`config.mk`:
```
export PLATFORM = sky130hd
export DESIGN_NAME = serial_nibble_loader_flat
export DESIGN_NICKNAME = d
export VERILOG_FILES = /design/src/rtl/serial_nibble_loader_if.sv /design/src/rtl/serial_nibble_loader.sv /design/src/flat_wrapper.sv
export SDC_FILE = /design/constraint.sdc
export NUM_CORES = 1
export LEC_CHECK = 0
export BUFFER_PORTS_ARGS = -buffer_cell sky130_fd_sc_hd__buf_2
export CAP_MARGIN = 25
export CORE_ASPECT_RATIO = 1.4
export CORE_UTILIZATION = 59
export CTS_CLUSTER_SIZE = 14
export DETAILED_ROUTE_END_ITERATION = 7
export HOLD_SLACK_MARGIN = 0.05
export PLACE_DENSITY_LB_ADDON = 0.25
export SYNTH_ARGS = -nofsm -noshare
export SYNTH_HDL_FRONTEND = slang
export SYNTH_SLANG_ARGS = --single-unit
```
`constraint.sdc`:
```
create_clock -name clk -period 3.92 [get_ports clk]
set_input_delay 0.98 -clock clk [delete_from_list [all_inputs] [get_ports clk]]
set_output_delay 0.98 -clock clk [all_outputs]
set_load 0.03 [all_outputs]
```
`src/rtl/serial_nibble_loader_if.sv`:
```
// Serial-bit input and parallel-word output bundle for serial_nibble_loader.
interface serial_nibble_loader_if #(
    parameter int unsigned WIDTH = 4
);
    localparam int unsigned CNT_W = $clog2(WIDTH) + 1;

    logic             sin_valid;
    logic             sin_bit;
    logic             sin_start;
    logic             sin_ready;
    logic [WIDTH-1:0] out_data;
    logic             out_valid;
    logic             out_ready;
    logic             frame_err;
    logic [CNT_W-1:0] bit_cnt;

    // Driver side: feeds bits and consumes words.
    modport master (
        output sin_valid, sin_bit, sin_start, out_ready,
        input  sin_ready, out_data, out_valid, frame_err, bit_cnt
    );

    // Loader side.
    modport slave (
        input  sin_valid, sin_bit, sin_start, out_ready,
        output sin_ready, out_data, out_valid, frame_err, bit_cnt
    );
endinterface

```
`src/rtl/serial_nibble_loader.sv`:
```
// Assembles an LSB-first serial bit stream into WIDTH-bit words and
// buffers up to two completed words for a parallel valid/ready consumer.
module serial_nibble_loader #(
    parameter int unsigned WIDTH = 4,
    parameter int unsigned DEPTH = 2
) (
    input  logic                   clk,
    input  logic                   reset,
    serial_nibble_loader_if.slave  bus
);
    localparam int unsigned CNT_W = $clog2(WIDTH) + 1;
    localparam int unsigned OCC_W = 2;

    logic [WIDTH-1:0] shreg_q, shreg_n;
    logic [CNT_W-1:0] cnt_q, cnt_n;
    logic [WIDTH-1:0] mem_q [2];
    logic [WIDTH-1:0] last_q;
    logic [WIDTH-1:0] word_c;
    logic             wr_ptr_q, rd_ptr_q;
    logic [OCC_W-1:0] occ_q;
    logic             frame_err_q, frame_err_n;
    logic             full_c, accept_c, push_c, pop_c;

    assign full_c   = (occ_q == OCC_W'(DEPTH));
    assign accept_c = bus.sin_valid && !full_c;
    assign pop_c    = (occ_q != '0) && bus.out_ready;

    // Next shift/count state and word completion for an accepted bit.
    always_comb begin
        shreg_n     = shreg_q;
        cnt_n       = cnt_q;
        frame_err_n = 1'b0;
        push_c      = 1'b0;
        word_c      = shreg_q;
        if (accept_c) begin
            if (bus.sin_start) begin
                // Realign: this bit is bit 0; any partial word is dropped.
                shreg_n     = WIDTH'(bus.sin_bit);
                cnt_n       = CNT_W'(1);
                frame_err_n = (cnt_q != '0);
            end else begin
                for (int unsigned i = 0; i < WIDTH; i++) begin
                    if (cnt_q == CNT_W'(i)) begin
                        word_c[i] = bus.sin_bit;
                    end
                end
                if (cnt_q == CNT_W'(WIDTH - 1)) begin
                    push_c  = 1'b1;
                    cnt_n   = '0;
                    shreg_n = '0;
                end else begin
                    shreg_n = word_c;
                    cnt_n   = cnt_q + CNT_W'(1);
                end
            end
        end
    end

    // Shift register, bit counter and error pulse.
    always_ff @(posedge clk or negedge reset) begin
        if (!reset) begin
            shreg_q     <= '0;
            cnt_q       <= '0;
            frame_err_q <= 1'b0;
        end else begin
            shreg_q     <= shreg_n;
            cnt_q       <= cnt_n;
            frame_err_q <= frame_err_n;
        end
    end

    // Two-entry word FIFO with toggling pointers.
    always_ff @(posedge clk or negedge reset) begin
        if (!reset) begin
            mem_q[0] <= '0;
            mem_q[1] <= '0;
            last_q   <= '0;
            wr_ptr_q <= 1'b0;
            rd_ptr_q <= 1'b0;
            occ_q    <= '0;
        end else begin
            if (push_c) begin
                mem_q[wr_ptr_q] <= word_c;
                wr_ptr_q        <= ~wr_ptr_q;
            end
            if (pop_c) begin
                last_q   <= mem_q[rd_ptr_q];
                rd_ptr_q <= ~rd_ptr_q;
            end
            case ({push_c, pop_c})
                2'b10:   occ_q <= occ_q + OCC_W'(1);
                2'b01:   occ_q <= occ_q - OCC_W'(1);
                default: occ_q <= occ_q;
            endcase
        end
    end

    // Outputs decoded from registered state only.
    assign bus.sin_ready = !full_c;
    assign bus.out_valid = (occ_q != '0);
    assign bus.out_data  = (occ_q != '0) ? mem_q[rd_ptr_q] : last_q;
    assign bus.frame_err = frame_err_q;
    assign bus.bit_cnt   = cnt_q;
endmodule

```
`src/flat_wrapper.sv`:
```
// flat-port wrapper written by rule: the top's interface ports become plain ports
module serial_nibble_loader_flat 
#(
    parameter int unsigned WIDTH = 4,
    parameter int unsigned DEPTH = 2
)
  (clk, reset, bus_sin_valid, bus_sin_bit, bus_sin_start, bus_out_ready, bus_sin_ready, bus_out_data, bus_out_valid, bus_frame_err, bus_bit_cnt);
  serial_nibble_loader_if #(.WIDTH(WIDTH)) bus_i ();
  input  logic clk;
  input  logic reset;
  input wire logic [$bits(bus_i.sin_valid)-1:0] bus_sin_valid;
  input wire logic [$bits(bus_i.sin_bit)-1:0] bus_sin_bit;
  input wire logic [$bits(bus_i.sin_start)-1:0] bus_sin_start;
  input wire logic [$bits(bus_i.out_ready)-1:0] bus_out_ready;
  output wire logic [$bits(bus_i.sin_ready)-1:0] bus_sin_ready;
  output wire logic [$bits(bus_i.out_data)-1:0] bus_out_data;
  output wire logic [$bits(bus_i.out_valid)-1:0] bus_out_valid;
  output wire logic [$bits(bus_i.frame_err)-1:0] bus_frame_err;
  output wire logic [$bits(bus_i.bit_cnt)-1:0] bus_bit_cnt;
  assign bus_i.sin_valid = bus_sin_valid;
  assign bus_i.sin_bit = bus_sin_bit;
  assign bus_i.sin_start = bus_sin_start;
  assign bus_i.out_ready = bus_out_ready;
  assign bus_sin_ready = bus_i.sin_ready;
  assign bus_out_data = bus_i.out_data;
  assign bus_out_valid = bus_i.out_valid;
  assign bus_frame_err = bus_i.frame_err;
  assign bus_bit_cnt = bus_i.bit_cnt;
  serial_nibble_loader #(.WIDTH(WIDTH), .DEPTH(DEPTH)) u_core (.clk(clk), .reset(reset), .bus(bus_i));
endmodule
```
==> reports/summary.txt, run 1 <==
Die X-Extent: 40.1 µm
Reg area: 576 µm²
Seq/Total Area, Yosys: 48.0%
max-cap violation count: 0
number of flops mapped to enable cells by yosys: 0
flops & latches, synth: 23
worst endpoint data arrival time: 1.54 ns
P_leak: 0.655 nW
run status: completed
crit path capture type: output pin
vias in the first global route: 757
Yosys Warn Count: 0
CTS tree: built
gr ovfl total: 0
global-route wire length before repair: 3310 µm
Final Routed Wirelength: 1890 µm
postcts setup bufs: 0
WP depth: 3
Area Growth Syn to Fin: 8.86%
clk buf depth: 2
syn_nets: 112
FF-to-FF path depth: 6
Vert. Die Dim: 55.4 µm
endpoints failing setup: 0
Post-synth ARST share: 100%
delay-heaviest family, CP: flip-flops
First-pass DRT Iterations: 4
Buffers on Ports: 15
CP peak stage delay: 0.48 ns
die area: 2220 µm²
hold path cells: 2
clk sinks: 23
post_cts resized: 0
PD cells: 796 nW/µm²
initial antenna violation count: 0
GRT Total Usage: 21.0%
Antenna Violating Nets Remaining: 0
predominant post-synthesis flop cell: dfrtp_1
Avg Cell Area, Syn: 11.9 µm²
Clk Latency, worst-skew pair: 0.30 ns
WP data required: 2.94 ns
vias: 780
detailed placement HPWL: 1550 µm
Syn Inst Count: 101
CTS clk-pin slew, worst paths: 0.12 ns
worst hold path type: register to register
setup tns final: 0 ns
peak supply drop: 0.407 mV
nets@finish: 129
post-DR vias/cell: 5.69
placed instance count: 133
Initial Utilization: 65.0%
Post-Layout Cell Count: 137
Max H-tree Level: 1
Worst Clk Skew: 0.00586 ns
total I/O pin count: 16
share of post-route cells with drive strength above 1: 32.5%
WL/cell: 13.8 µm
pin count of the biggest net entering global routing: 24
post-synth cell types: 31
GPL Wtd Cong: 0.732
Slew Limit Fails: 0
Num CTS Buffers: 3
Fin. Hold Viols: 0
FP Rows: 18
multi-input logic area: 583 µm²
CP Max Fanout: 9
fill cell total of the finished layout: 139
RSZ-0062 raised after global routing: false
DRC: 0
antenna cells: 0
worst-margin pin slew: 0.497 ns
Period Utilization, post-route: 64.2%
Worst path slowest cell: dfrtp_1
final period demand of the worst path: 2.52 ns
fmax: 397 MHz
CP bufs+invs: 1
crit path cell chain: or2_2 -> a21oi_1 -> buf_2
hold-fix buffer count after cts: 0
Setup crit start kind: register
DRT iter0 DRCs: 6
Mapped Area: 1200 µm²
core area: 1850 µm²
critical path class: register to output pin
Max-slew headroom: 66.9%
root buf cell: clkbuf_4
[path summary, 6_finish.rpt]
path	start	to	slack (ns)
min in group asynchronous	reset	u_core.occ_q[0]	0.62
worst max-delay path	u_core.occ_q[0]	bus_out_data[0]	1.40
max in group asynchronous	reset	u_core.mem_q[1]	2.96
worst max register to register	u_core.bus.bit_cnt[0]	u_core.occ_q[1]	2.04
worst min register to register	u_core.last_q[2]	u_core.last_q[2]	0.49
worst min-delay path	u_core.last_q[2]	u_core.last_q[2]	0.49
[layout by cell type (no fill, tap or decap), drive strengths merged, types with 2 or more instances in the layout]
master,count
o21ai,8
mux2,11
mux2i,4
ha,5
a21oi,4
nand2,7
buf,15
nor2b,3
nor2,8
dfrtp,23
clkbuf,4
xnor2,4
a22o,2
inv,5
nand2b,3
[area by class of cell]
cell class	instances	area share, %
Clock buffer	4	2.01
Inverter	5	1.63
Tap cell	20	1.92
Timing Repair Buffer	15	5.75
Sequential cell	23	44.1
Multi-Input combinational cell	70	44.6
[cell usage after synthesis (2+ instances only)]
| cell type | number | share of area, % |
|---|---|---|
| a21oi_1 | 4 | 1.7 |
| a22o_1 | 2 | 1.5 |
| dfrtp_1 | 23 | 48 |
| ha_1 | 5 | 5.2 |
| inv_1 | 4 | 1.3 |
| mux2_2 | 11 | 10 |
| mux2i_1 | 4 | 3.3 |
| nand2_1 | 6 | 1.9 |
| nand2b_1 | 3 | 1.6 |
| nor2_1 | 8 | 2.5 |
| nor2b_1 | 2 | 1.0 |
| o21ai_0 | 7 | 2.9 |
| xnor2_1 | 4 | 2.9 |
[worst register-to-register path, stage by stage, from the launching register on]
cell and delay (ns):
dfrtp_1 0.44, ha_1 0.22, nor3b_4 0.33, nand3_1 0.18, ha_1 0.34, nor2_1 0.13, xor2_1 0.17
[power breakdown]
group          internal [W]  leakage (nW)  switching, W
combinational      0.000215         0.343      0.000312
sequential         0.000327         0.297     0.0000822
clock             0.0000397        0.0150     0.0000648
total              0.000582         0.655      0.000459
[routing by layer]
layer,wire length [µm],GRT usage (%),vias up
li1,-,-,383
met1,739,24.5,375
met2,1070,35.9,17
met3,52,3.61,5
met4,32,7.39,0
met5,0,0,-
[kinds of logic (layout without fill, tap and decap cells)]
kind of cell / after synthesis / in the layout / synth area share, %
adders and majority gates: 5 / 5 / 5.21
muxes: 15 / 15 / 13.7
xor gates and xnor gates: 5 / 5 / 3.65
AOI/OAI and AO/OA: 17 / 17 / 8.97
DFF: 23 / 23 / 48.0
and+or+nand+nor: 28 / 28 / 17.1
buffers and inverters: 8 / 24 / 3.44
[registers in the layout, indices dropped and copies added, names as in the netlist]
register	cells
u_core.mem_q	8
u_core.last_q	4
u_core.bus.bit_cnt	3
u_core.shreg_q	3
u_core.occ_q	2
u_core.bus.frame_err	1
u_core.rd_ptr_q	1
u_core.wr_ptr_q	1
[metrics by stage]
stage | area, µm² | worst slack [ns] | total power, W | util (%) | hold slack [ns]
3_3_place_gp | 1280 | 1.64 | 0.000922 | 69.3 | 0.462
3_5_place_dp | 1280 | 1.53 | 0.000948 | 69.3 | 0.472
2_1_floorplan | 1200 | 1.49 | 0.000827 | - | 0.451
5_1_grt | 1310 | 1.27 | 0.00113 | 70.7 | 0.524
6_report | 1310 | 1.40 | 0.00104 | 70.7 | 0.491
4_1_cts | 1310 | 1.39 | 0.00105 | 70.7 | 0.499
Power figures use the tool's default switching activity.
==> run 2, diff against run 1 <==
--- a/config.mk
+++ b/config.mk
@@ -8,7 +8,7 @@
 export BUFFER_PORTS_ARGS = -buffer_cell sky130_fd_sc_hd__buf_2
 export CAP_MARGIN = 25
 export CORE_ASPECT_RATIO = 1.4
-export CORE_UTILIZATION = 59
+export CORE_UTILIZATION = 50
 export CTS_CLUSTER_SIZE = 14
 export DETAILED_ROUTE_END_ITERATION = 7
 export HOLD_SLACK_MARGIN = 0.05
==> constraint.sdc (replaced) <==
create_clock -name clk -period 2.1 [get_ports clk]
set_input_delay 0.525 -clock clk [delete_from_list [all_inputs] [get_ports clk]]
set_output_delay 0.525 -clock clk [all_outputs]
set_load 0.03 [all_outputs]
==> reports/summary.txt, run 2 (synthesis results as in run 1) <==
run status: complete, but fails checks
failing checks: design-rule violations
CP Max Fanout: 9
clk sinks: 23
Initial Utilization: 53.9%
GRT Total Usage: 18.8%
Clk Latency, worst-skew pair: 0.31 ns
post-DR vias/cell: 5.68
share of post-route cells with drive strength above 1: 36.4%
P_leak: 0.677 nW
worst-margin pin slew: 0.494 ns
WL/cell: 14.2 µm
GPL Wtd Cong: 0.764
clk buf depth: 2
Slew Limit Fails: 0
Max-slew headroom: 67.0%
max-cap violation count: 0
final period demand of the worst path: 1.93 ns
global-route wire length before repair: 3540 µm
Die X-Extent: 43.4 µm
FP Rows: 20
setup tns final: 0 ns
Buffers on Ports: 15
Num CTS Buffers: 3
CTS tree: built
vias: 812
critical path class: register to output pin
fmax: 517 MHz
RR Endpoint: u_core.occ_q[1]
First-pass DRT Iterations: 6
worst hold path type: input port to async pin
CTS clk-pin slew, worst paths: 0.13 ns
endpoints failing setup: 0
Area Growth Syn to Fin: 12.2%
most frequent cells in the layout: dfrtp_1, buf_2, mux2_2
hold-fix buffer count after cts: 0
pin count of the biggest net entering global routing: 24
initial antenna violation count: 0
cell area after layout: 1350 µm²
vias in the first global route: 782
root buf cell: clkbuf_4
FF-to-FF path depth: 6
max reg flops: 8
antenna cells: 0
Antenna Violating Nets Remaining: 0
PD cells: 1500 nW/µm²
worst endpoint data arrival time: 1.41 ns
total I/O pin count: 16
DRT iter0 DRCs: 19
core area: 2230 µm²
nets@finish: 133
detailed placement HPWL: 1520 µm
Max H-tree Level: 1
die area: 2600 µm²
Fin. Hold Viols: 0
Vert. Die Dim: 60.0 µm
R2R setup slack: 0.35 ns
Period Utilization, post-route: 92.1%
top flop regs: u_core.mem_q x8, u_core.last_q x4
RSZ-0062 raised after global routing: false
register bank with the most flops: u_core.mem_q
Worst Clk Skew: 0.00425 ns
Final Routed Wirelength: 2030 µm
commonest non-fill, non-tap cell in the layout: dfrtp_1
DRC: 4
gr ovfl total: 0
Placed Area: 1290 µm²
WP data required: 1.57 ns
worst flop-to-flop path startpoint: u_core.bus.bit_cnt[0]
Setup crit start kind: register
peak supply drop: 0.855 mV
crit path capture type: output pin
==> run 2: worst max-delay path: stages (launching register included) <==
cell      delay [ns]
dfrtp_1         0.46
or2_4           0.31
a21oi_1         0.13
clkbuf_4        0.20
==> run 2: metrics by stage <==
step           setup WS, ns  total power, W  util, %  hold slack, ns  std cells
2_1_floorplan         0.129         0.00154        -           0.229        101
5_1_grt              0.0762         0.00217     60.4           0.191        143
3_5_place_dp          0.355         0.00178     57.9           0.472        136
4_1_cts              0.0274         0.00198     59.2           0.175        140
6_report              0.165         0.00202     60.4           0.154        143
3_3_place_gp          0.416         0.00174     57.9           0.464        136
==> run 2: metal layers <==
layer	global-route usage, %	vias to the layer above	wire length [µm]
li1	-	388	-
met1	22.1	399	867
met2	33.8	20	1060
met3	1.81	5	64
met4	9.38	0	38
met5	0	-	0
==> run 2: how the worst max path moves through the flow <==
stage,cells after the start,from,end
finish,3,u_core.occ_q[1],bus_out_data[2]
global route,4,u_core.occ_q[1],bus_out_data[2]
CTS,3,u_core.occ_q[0],bus_out_data[2]
detailed placement,6,bus_sin_start,u_core.occ_q[1]
global placement,3,u_core.occ_q[0],bus_out_data[0]
floorplan,3,u_core.occ_q[0],bus_out_data[0]
==> run 2: area by class of cell <==
type | instances | area, µm²
Clock inverter | 1 | 5.00
Inverter | 5 | 21.3
Timing Repair Buffer | 19 | 108
Multi-Input combinational cell | 70 | 586
Tap cell | 22 | 27.5
Clock buffer | 3 | 22.5
Fill cell | 192 | 881
Sequential cell | 23 | 577
==> run 2: what timing repair did <==
item                                    in CTS  in global routing
resized for setup                            0                  3
endpoints found under the setup margin       0                  4
setup buffers                                0                  3
==> run 2: report_power, final <==
| group | internal (W) | switching, W | leakage, nW |
|---|---|---|---|
| clock | 0.0000712 | 0.000133 | 0.0177 |
| combinational | 0.000454 | 0.000607 | 0.364 |
| sequential | 0.000612 | 0.000147 | 0.296 |
